`src/rtl/cfg_chain_loader.sv`:
```
// Loads a daisy-chained configuration shift chain from a word stream, LSB first,
// with an optional second pass that re-shifts the stream and checks the chain tail.
module cfg_chain_loader #(
   parameter int unsigned CHAIN_LEN  = 256,
   parameter int unsigned WORD_W     = 32,
   parameter int unsigned RST_CYCLES = 4,
   parameter int unsigned CNT_W      = $clog2(CHAIN_LEN + 1)
) (
   input  logic              clk,
   input  logic              reset,
   input  logic              start,
   input  logic              verify_en,
   input  logic              abort,
   input  logic [WORD_W-1:0] s_data,
   input  logic              s_valid,
   output logic              s_ready,
   output logic              cfg_sdo,
   output logic              cfg_shift_en,
   output logic              config_reset,
   input  logic              config_out,
   output logic              busy,
   output logic              done,
   output logic              error,
   output logic [CNT_W-1:0]  err_bit_idx
);

   localparam int unsigned BL_W = $clog2(WORD_W + 1);
   localparam int unsigned RC_W = $clog2(RST_CYCLES + 1);

   typedef enum logic [2:0] {S_IDLE, S_RST, S_LOAD, S_VERIFY, S_DONE} state_t;

   state_t            state, state_n;
   logic [RC_W-1:0]   rst_cnt;
   logic [WORD_W-1:0] shreg;
   logic [BL_W-1:0]   bits_left;
   logic [CNT_W-1:0]  pass_cnt;
   logic              verify_lat;
   logic              done_r, error_r;
   logic [CNT_W-1:0]  err_idx;

   logic shifting, have_buf, last_bit, accept, shift, sdo_bit, pass_end, mismatch, start_acc;

   always_comb begin
      shifting  = (state == S_LOAD) || (state == S_VERIFY);
      have_buf  = (bits_left != '0);
      last_bit  = (pass_cnt == CNT_W'(CHAIN_LEN - 1));
      // An empty buffer takes the incoming word and shifts its LSB in the same
      // cycle; a word arriving on the last buffered bit refills without a bubble.
      s_ready   = shifting && (!have_buf || (bits_left == BL_W'(1) && !last_bit));
      accept    = s_valid && s_ready;
      shift     = shifting && (have_buf || accept);
      sdo_bit   = have_buf ? shreg[0] : s_data[0];
      pass_end  = shift && last_bit;
      mismatch  = (state == S_VERIFY) && shift && (config_out != sdo_bit);
      start_acc = start && !abort && ((state == S_IDLE) || (state == S_DONE));
   end

   always_comb begin
      state_n = state;
      case (state)
         S_IDLE:   if (start) state_n = S_RST;
         S_RST:    if (rst_cnt == RC_W'(RST_CYCLES - 1)) state_n = S_LOAD;
         S_LOAD:   if (pass_end) state_n = verify_lat ? S_VERIFY : S_DONE;
         S_VERIFY: if (pass_end) state_n = S_DONE;
         S_DONE:   if (start) state_n = S_RST;
         default:  state_n = S_IDLE;
      endcase
      if (abort) state_n = S_IDLE;
   end

   always_ff @(posedge clk) begin
      if (reset || abort) begin
         state      <= S_IDLE;
         rst_cnt    <= '0;
         shreg      <= '0;
         bits_left  <= '0;
         pass_cnt   <= '0;
         verify_lat <= 1'b0;
         done_r     <= 1'b0;
         error_r    <= 1'b0;
         err_idx    <= '0;
      end else begin
         state <= state_n;
         if (start_acc) begin
            verify_lat <= verify_en;
            done_r     <= 1'b0;
            error_r    <= 1'b0;
            err_idx    <= '0;
            rst_cnt    <= '0;
         end
         if (state == S_RST) rst_cnt <= rst_cnt + RC_W'(1);
         if (shift) begin
            if (pass_end) begin
               // Leftover high bits of a partial final word are dropped here.
               bits_left <= '0;
               pass_cnt  <= '0;
            end else begin
               pass_cnt <= pass_cnt + CNT_W'(1);
               if (!have_buf) begin
                  shreg     <= s_data >> 1;
                  bits_left <= BL_W'(WORD_W - 1);
               end else if (accept) begin
                  shreg     <= s_data;
                  bits_left <= BL_W'(WORD_W);
               end else begin
                  shreg     <= shreg >> 1;
                  bits_left <= bits_left - BL_W'(1);
               end
            end
         end
         if (pass_end && ((state == S_VERIFY) || !verify_lat)) done_r <= 1'b1;
         if (mismatch && !error_r) begin
            error_r <= 1'b1;
            err_idx <= pass_cnt;
         end
      end
   end

   assign cfg_sdo      = shift & sdo_bit;
   assign cfg_shift_en = shift;
   assign config_reset = (state == S_RST);
   assign busy         = (state == S_RST) || shifting;
   assign done         = done_r;
   assign error        = error_r;
   assign err_bit_idx  = err_idx;

endmodule

```
`config.mk`:
```
export PLATFORM = sky130hd
export DESIGN_NAME = cfg_chain_loader
export DESIGN_NICKNAME = d
export VERILOG_FILES = /design/src/rtl/cfg_chain_loader.sv
export SDC_FILE = /design/constraint.sdc
export NUM_CORES = 1
export LEC_CHECK = 0
export BUFFER_PORTS_ARGS = -buffer_cell sky130_fd_sc_hd__buf_2
export CAP_MARGIN = 10
export CORE_MARGIN = 8
export CORE_UTILIZATION = 29
export DETAILED_ROUTE_END_ITERATION = 6
export HOLD_SLACK_MARGIN = 0.1
export PLACE_DENSITY = 0.58
export SETUP_SLACK_MARGIN = 0.02
export SLEW_MARGIN = 30
export SYNTH_ARGS = -nofsm -noshare
export SYNTH_HDL_FRONTEND = slang
export SYNTH_SLANG_ARGS = --single-unit
```
`constraint.sdc`:
```
create_clock -name clk -period 5.4 [get_ports clk]
set_input_delay 0.81 -clock clk [delete_from_list [all_inputs] [get_ports clk]]
set_output_delay 0.81 -clock clk [all_outputs]
set_load 0.02 [all_outputs]
```
After elaboration in Yosys (flattened, before gate mapping)
Index checks and enable logic that the tools add are counted.

Register bits: 65. Bits of input ports: 39. Output and inout port bits: 16. Logic and storage cells: 78.

$add $sub $neg: 3. Equality and inequality tests: 12. Muxes and demuxes: 20. Bitwise gates (word level): 2. Reduce and logical (&&, ||, !) cells: 32.

Operator list (number): $mux W32 (2); $mux W9 (3); $mux W3 (7); $mux W6 (3); $pmux W3 S4 (1); $logic_and A1 B1 Y1 (11); $add A9 B1 Y9 const B (1); $eq A3 B2 Y1 const B (3); $eq A9 B8 Y1 const B (1); $logic_or A1 B1 Y1 (7); $eq A6 B1 Y1 const B (1); $reduce_bool A2 Y1 (3); $reduce_bool A6 Y1 (1); $sub A6 B1 Y6 const B (1); $logic_not A1 Y1 (5); $mux W1 (4); $ne A2 B1 Y1 const B (2); $ne A2 B2 Y1 const B (2); $reduce_and A4 Y1 (1); $reduce_or A2 Y1 (2); $add A3 B1 Y3 const B (1); $eq A3 B1 Y1 const B (1); $eq A3 B3 Y1 const B (1); $logic_not A3 Y1 (1); other kinds (4) (4).

Longest topological paths before layout
Gate-level depths: netlist of run 1.

Word-level depth: 12. Gate-level depth with buffers: 9. Gate-level depth less buffers: 8.

Least setup slack after synthesis of run 1
Ideal clock, no wire load.

Path kind: input -> output. Start point: input s_valid. End point: output cfg_sdo. Arrival time: 1627 ps. Required time: 4590 ps. Slack: 2963 ps. Stages on the path: 4. Cells stage by stage: nor2b_1 -> a21o_1 -> buf_2 -> a21oi_1.

Cells in the longest elaborated chain, start to end: 4.

RTL lines: start, declared (line 15) `input logic s_valid,`; $logic_and A1 B1 Y1 (line 50) `accept = s_valid && s_ready;`; $logic_or A1 B1 Y1 (line 51) `shift = shifting && (have_buf || accept);`; $logic_and A1 B1 Y1 (line 51); $and A1 B1 Y1 (line 119) `assign cfg_sdo = shift & sdo_bit;`; end, declared (line 17) `output logic cfg_sdo,`.

Every way passes these cells.

Worst setup path after layout of run 1
Start point: register bits_left[0]. End point: output cfg_shift_en.

Cells in the longest elaborated chain, start to end: 7. Elaborated cells on any way between the ends: 9. Classes of those cells: eq/ne: 1; reduce/logical: 8.

RTL lines: start, declared (line 35) `logic [BL_W-1:0] bits_left;`; start signal, assigned (line 101) `bits_left <= BL_W'(WORD_W - 1);`; start signal, assigned (line 104) `bits_left <= BL_W'(WORD_W);`; start signal, assigned (line 107) `bits_left <= bits_left - BL_W'(1);`; $eq A6 B1 Y1 / $reduce_bool A6 Y1 (equally long branches) (line 49, 45); $logic_and A1 B1 Y1 / $logic_not A1 Y1 (equally long branches); $logic_or A1 B1 Y1 (line 49) `s_ready = shifting && (!have_buf || (bits_left == BL_W'(1) && !last_bit));`; $logic_and A1 B1 Y1 (line 49); $logic_and A1 B1 Y1 (line 50); $logic_or A1 B1 Y1 (*) (line 51); $logic_and A1 B1 Y1 (*) (line 51); end, declared (line 18) `output logic cfg_shift_en,`.

Mark *: on every way between the ends. The rest lies on a longest branch, timed or not.

==> metrics, run 1 <==
antenna violations before repair=0; drt pass-1 iters=4; Routed WL per cell=roughly 16 um; Die H=121 um; Worst-Skew Late Latency=roughly 350 ps; Mapped Cells=389; Peak supply drop=approximately 150 uV; pin slew with the least headroom to its limit=786 ps; dpl hpwl=a little over 6000 um; GRT Util Overall=12.4%; die area=14700 um2; Post-synth EDFFs=0; I/O Pins=55; final clock period utilization by the worst path=approximately 55%; post-CTS resize count=0; share of cells above drive strength 1=a little under a fifth; Reg clk slew, reported paths=roughly 60 ps; Power Density=256 nW/um2; Syn Std Cell Area=between 3000 and 4000 um2; MaxCap Viol Count=0; f_max=between 0.3 and 0.4 GHz; critical path required time=approximately 4600 ps; setup TNS=0 ps; DRC Markers=0; Post-CTS Hold Fix Bufs=0; Starting Density=between 20 and 30%; setup fix buffers added after clock tree synthesis=0; RSZ-0062 raised after global routing=false; CP arrival=approximately 2200 ps; Row Count=38; fill count=between 1000 and 1500; core area=approximately 11000 um2; design area=between 3000 and 4000 um2; CTS root buffer=clkbuf_8; buffers added on ports=54; Max Slew Vio Count=0; placed cell area=roughly 3500 um2; Clock Skews=8.24 ps; Hold Vio Cnt, Final=0; clock sink count=65; Core Util, Final=between 30% and 40%; H-tree depth=3; ys async rst share=0%; Nets=470; Hold Crit Class=flop to flop; Synth top area share=around two fifths; synthesis-stage register bit count=65; syn nets=between 400 and 500; slack of the critical path=~2400 ps; drt total wl=slightly below 9000 um; CTS tree=done; largest net degree at the start of global routing=34; CP endpoint kind=output pin; Antenna Nets Post-Route=0; non-filler instance count after layout=roughly 570; largest area contributor in the netlist=dfxtp_1; worst relative slew slack=between 40% and 50%; Area Growth Syn to Fin=13.7%; pre-CTS setup slack=between 2000 and 3000 ps; startpoint types=flop; setup violators final=0; Synth area leaders=dfxtp_1 (40%), nand2_1 (9.3%), o221ai_1 (8.4%); CTS Buffer Depth=2; Synth Area per Inst=8.29 um2; via count=approximately 3000; LEAKAGE=about 0.0013 uW; total grt overflow=0; register area share after synthesis=40.4%; most common library cells after synthesis=nand2_1 (80), dfxtp_1 (65), o221ai_1 (31), a31oi_1 (30), nor2_1 (20); first-pass GRT wire length=14900 um; Setup Crit Path Kind=flop to output pin; Cell variety after synth=between 50 and 60; Horiz. Die Dim=roughly 120 um; CP Max Fanout=17; TritonCTS Buffers=9; routability cong.=0.850; outcome=completed; dominant synthesized flop cell=dfxtp_1; vias in the first global route=3004; placed insts=approximately 550; most used standard cell by instance count after synthesis=nand2_1; Via density=roughly 5.4; drt initial violations=260; post-layout minimum cycle time=a little under 3000 ps; Synth warnings=0
[kinds of logic after synthesis]
kind of cell / count (synthesis) / synth area share [%]
xor+xnor: 7 / 1.90
buf+inv: 38 / 6.64
simple gates: 151 / 22.1
mux: 6 / 1.86
compound gates: 116 / 24.8
fa+ha+maj: 6 / 2.33
flops: 65 / 40.4
[registers in the layout, indices dropped and copies added (netlist names)]
register	count
bits_left	6
done	1
err_bit_idx	9
error	1
pass_cnt	9
rst_cnt	3
shreg	32
state	3
verify_lat	1
[critical path, stage by stage (launching register included)]
cell,delay (ps)
dfxtp_1,340
inv_1,100
ha_1,240
nor2b_1,280
a21o_1,490
inv_1,180
buf_2,200
[per-stage QoR]
stage | hold WS [ps] | power (uW)
floorplan | 436 | 565
global placement | 446 | 598
detailed placement | 452 | 599
CTS | 465 | 947
global route | 481 | 981
finish | 459 | 938
[path summary, 6_finish.rpt]
| check | end | slack [ps] | depth (start not counted) | from |
|---|---|---|---|---|
| hold reg to reg | err_bit_idx[1] | 460 | 2 | err_bit_idx[1] |
| setup reg to reg | bits_left[3] | 3010 | 6 | pass_cnt[0] |
| hold / removal | err_bit_idx[1] | 460 | 2 | err_bit_idx[1] |
| setup / recovery | cfg_shift_en | 2420 | 6 | bits_left[0] |
[layout by cell type, fill, tap and decap left out, types with 2 or more instances in the layout]
master and n:
nand2_1 79, dfxtp_1 65, buf_2 54, o221ai_1 31, a31oi_1 30, a21oi_1 19, nor2_1 18, o21ai_0 13
nand4_1 12, clkbuf_8 10, inv_1 6, nand3_1 6, mux2i_1 6, nor3_1 6, ha_1 6, o21ai_1 5
xnor2_1 4, nand3b_1 4, nand2b_1 3, or2_2 3, and3_1 3, xor2_1 3, buf_4 3, nor2b_1 2
a21o_1 2, nor3b_1 2, or3_1 2, a22oi_1 2, clkbuf_1 2
[power breakdown]
part	internal, uW	switching [uW]
sequential	486	6.55
clock	171	177
combinational	33.2	63.1
[final cells by class]
cell class	count	area (um2)	share of cell area, %
Antenna cell	1	2.50	0.0683
Clock buffer	12	145	3.96
Clock inverter	1	5.00	0.137
Inverter	6	22.5	0.615
Multi-Input combinational cell	286	1720	46.9
Sequential cell	65	1300	35.5
Tap cell	140	175	4.78
Timing Repair Buffer	57	293	7.99
[metal layers]
layer / routed length [um] / vias to the layer above / share of wire (%) / GRT usage, %
met5: 0 / - / 0 / 0
met2: 3840 / 96 / 43 / 18.8
met4: 104 / 0 / 1.2 / 3.86
met1: 4320 / 1452 / 48 / 16.2
li1: - / 1508 / - / -
met3: 657 / 12 / 7.4 / 4.19
No activity file was read; power rests on OpenSTA's default activity.
==> run 2, diff against run 1 <==
==> constraint.sdc (replaced) <==
create_clock -name clk -period 3 [get_ports clk]
set_input_delay 0.45 -clock clk [delete_from_list [all_inputs] [get_ports clk]]
set_output_delay 0.45 -clock clk [all_outputs]
set_load 0.02 [all_outputs]
==> metrics, run 2 (synthesis results as in run 1) <==
die area=14700 um2 (unchanged); slack of the critical path=294 ps (was 2420 ps); buffers added on ports=54 (unchanged); Antenna Nets Post-Route=0 (unchanged); CP endpoint kind=output pin (unchanged); dpl hpwl=6020 um (was 6080 um); pin slew with the least headroom to its limit=754 ps (was 786 ps); CP arrival=2260 ps (was 2170 ps); Peak supply drop=208 uV (was 148 uV); RSZ-0062 raised after global routing=false (unchanged); placed cell area=3540 um2 (was 3510 um2); drt initial violations=280 (was 260); most frequent cells in the layout=nand2_1 (80), dfxtp_1 (65), buf_2 (54), o221ai_1 (31), a31oi_1 (30) (was nand2_1 (79), dfxtp_1 (65), buf_2 (54), o221ai_1 (31), a31oi_1 (30)); DRC Markers=0 (unchanged); outcome=completed (unchanged); Die H=121 um (unchanged); Routed WL per cell=15.7 um (about the same); placed insts=556 (was 554); design area=3760 um2 (was 3660 um2); commonest non-fill, non-tap cell in the layout=nand2_1 (unchanged); non-filler instance count after layout=572 (was 568); Setup Crit Path Kind=flop to output pin (unchanged); core area=10800 um2 (unchanged); Starting Density=29.7% (unchanged); first-pass GRT wire length=14900 um (unchanged); fill count=1169 (was 1182); Power Density=508 nW/um2 (was 256 nW/um2); worst path cell trace=inv_1 -> ha_1 -> nor2b_1 -> a21o_1 -> inv_1 -> buf_2 (unchanged); Hold Vio Cnt, Final=0 (unchanged); setup fix buffers added after clock tree synthesis=0 (unchanged); vias in the first global route=2988 (was 3004); Row Count=38 (unchanged); CTS tree=done (unchanged); CP Max Fanout=17 (unchanged); n_diodes=0 (was 1); critical path required time=2550 ps (was 4590 ps); slowest stage cell, crit path=a21o_1 (unchanged); LEAKAGE=0.00133 uW (was 0.00128 uW); routability cong.=0.884 (was 0.850); crit-path max cell delay=520 ps (was 490 ps); I/O Pins=55 (unchanged); GRT Util Overall=12.4% (about the same); share of cells above drive strength 1=19.0% (was 18.5%); antenna violations before repair=0 (unchanged); Horiz. Die Dim=121 um (unchanged); Reg clk slew, reported paths=70 ps (was 60 ps); max reg flops=32 (unchanged); via count=3109 (was 3068); post-CTS resize count=0 (unchanged); Post-CTS Hold Fix Bufs=0 (unchanged); total grt overflow=0 (unchanged); CTS Buffer Depth=2 (unchanged); f_max=0.370 GHz; worst relative slew slack=49.2% (was 47.5%); largest net degree at the start of global routing=37 (was 34); drt total wl=8970 um (was 8920 um); Nets=472 (was 470); Via density=5.44 (was 5.40); Core Util, Final=34.7% (was 33.8%); Max Slew Vio Count=0 (unchanged); Worst-Skew Late Latency=350 ps (about the same); H-tree depth=3 (unchanged); drt pass-1 iters=5 (was 4); area of the multi-input gates=1720 um2 (about the same); post-layout minimum cycle time=2710 ps; Reg area=1300 um2 (unchanged); clock sink count=65 (unchanged); Hold Crit Class=input pin to flop (was flop to flop); largest register by flop count=shreg (unchanged); startpoint types=flop (unchanged); MaxCap Viol Count=0 (unchanged); CP dominant cell by count=inv_1 (unchanged); Clock Skews=7.12 ps (was 8.24 ps); setup violators final=0 (unchanged); setup TNS=0 ps (unchanged); final clock period utilization by the worst path=between 90 and 100%; pre-CTS setup slack=691 ps (was 2590 ps); Area Growth Syn to Fin=16.7% (was 13.7%); TritonCTS Buffers=9 (unchanged); CTS root buffer=clkbuf_8 (unchanged)
[run 2: changes by cell type in the layout (fill, tap and decap cells not counted)]
cell / before / now
buf_12: 0 / 1
buf_4: 3 / 4
bufinv_16: 0 / 2
clkbuf_1: 2 / 3
clkbuf_8: 10 / 11
clkinv_2: 1 / 0
diode_2: 1 / 0
nand2_1: 79 / 80
nand2_2: 1 / 0
[run 2: through the flow]
step                power [uW]  hold slack, ps
finish                    1910             354
global placement          1080             446
floorplan                 1020             436
global route              1990             359
CTS                       1940             328
detailed placement        1080             454
[run 2: final timing paths]
path	slack (ps)	startpoint	depth (start not counted)	to
worst max register to register	690	bits_left[2]	5	shreg[4]
worst min register to register	460	done	2	done
worst max-delay path	290	bits_left[0]	6	cfg_shift_en
worst min-delay path	350	verify_en	3	verify_lat
[run 2: layout make-up]
| cell class | instances | share of cell area, % |
|---|---|---|
| Multi-Input combinational cell | 286 | 45.7 |
| Sequential cell | 65 | 34.6 |
| Timing Repair Buffer | 59 | 8.52 |
| Tap cell | 140 | 4.66 |
| Clock buffer | 14 | 4.33 |
| Clock inverter | 2 | 1.60 |
| Inverter | 6 | 0.599 |
[run 2: report_power, final]
part	internal, uW	switching, uW
sequential	875	11.7
combinational	62.7	116
clock	515	330
total	1450	458
[run 2: worst max-delay path, delay by kind of cell, from the launching register on]
family | cells | cell delay [ps]
fa+ha+maj | 1 | 230
buf+inv | 3 | 540
compound gates | 1 | 520
simple gates | 1 | 270
flops | 1 | 340
[run 2: routing by layer]
| metal | routed length (um) | global-route usage (%) | up-vias |
|---|---|---|---|
| li1 | - | - | 1519 |
| met1 | 4290 | 16.4 | 1457 |
| met3 | 671 | 4.42 | 9 |
| met4 | 88 | 3.62 | 0 |
| met5 | 0 | 0 | - |
| met2 | 3920 | 18.5 | 124 |
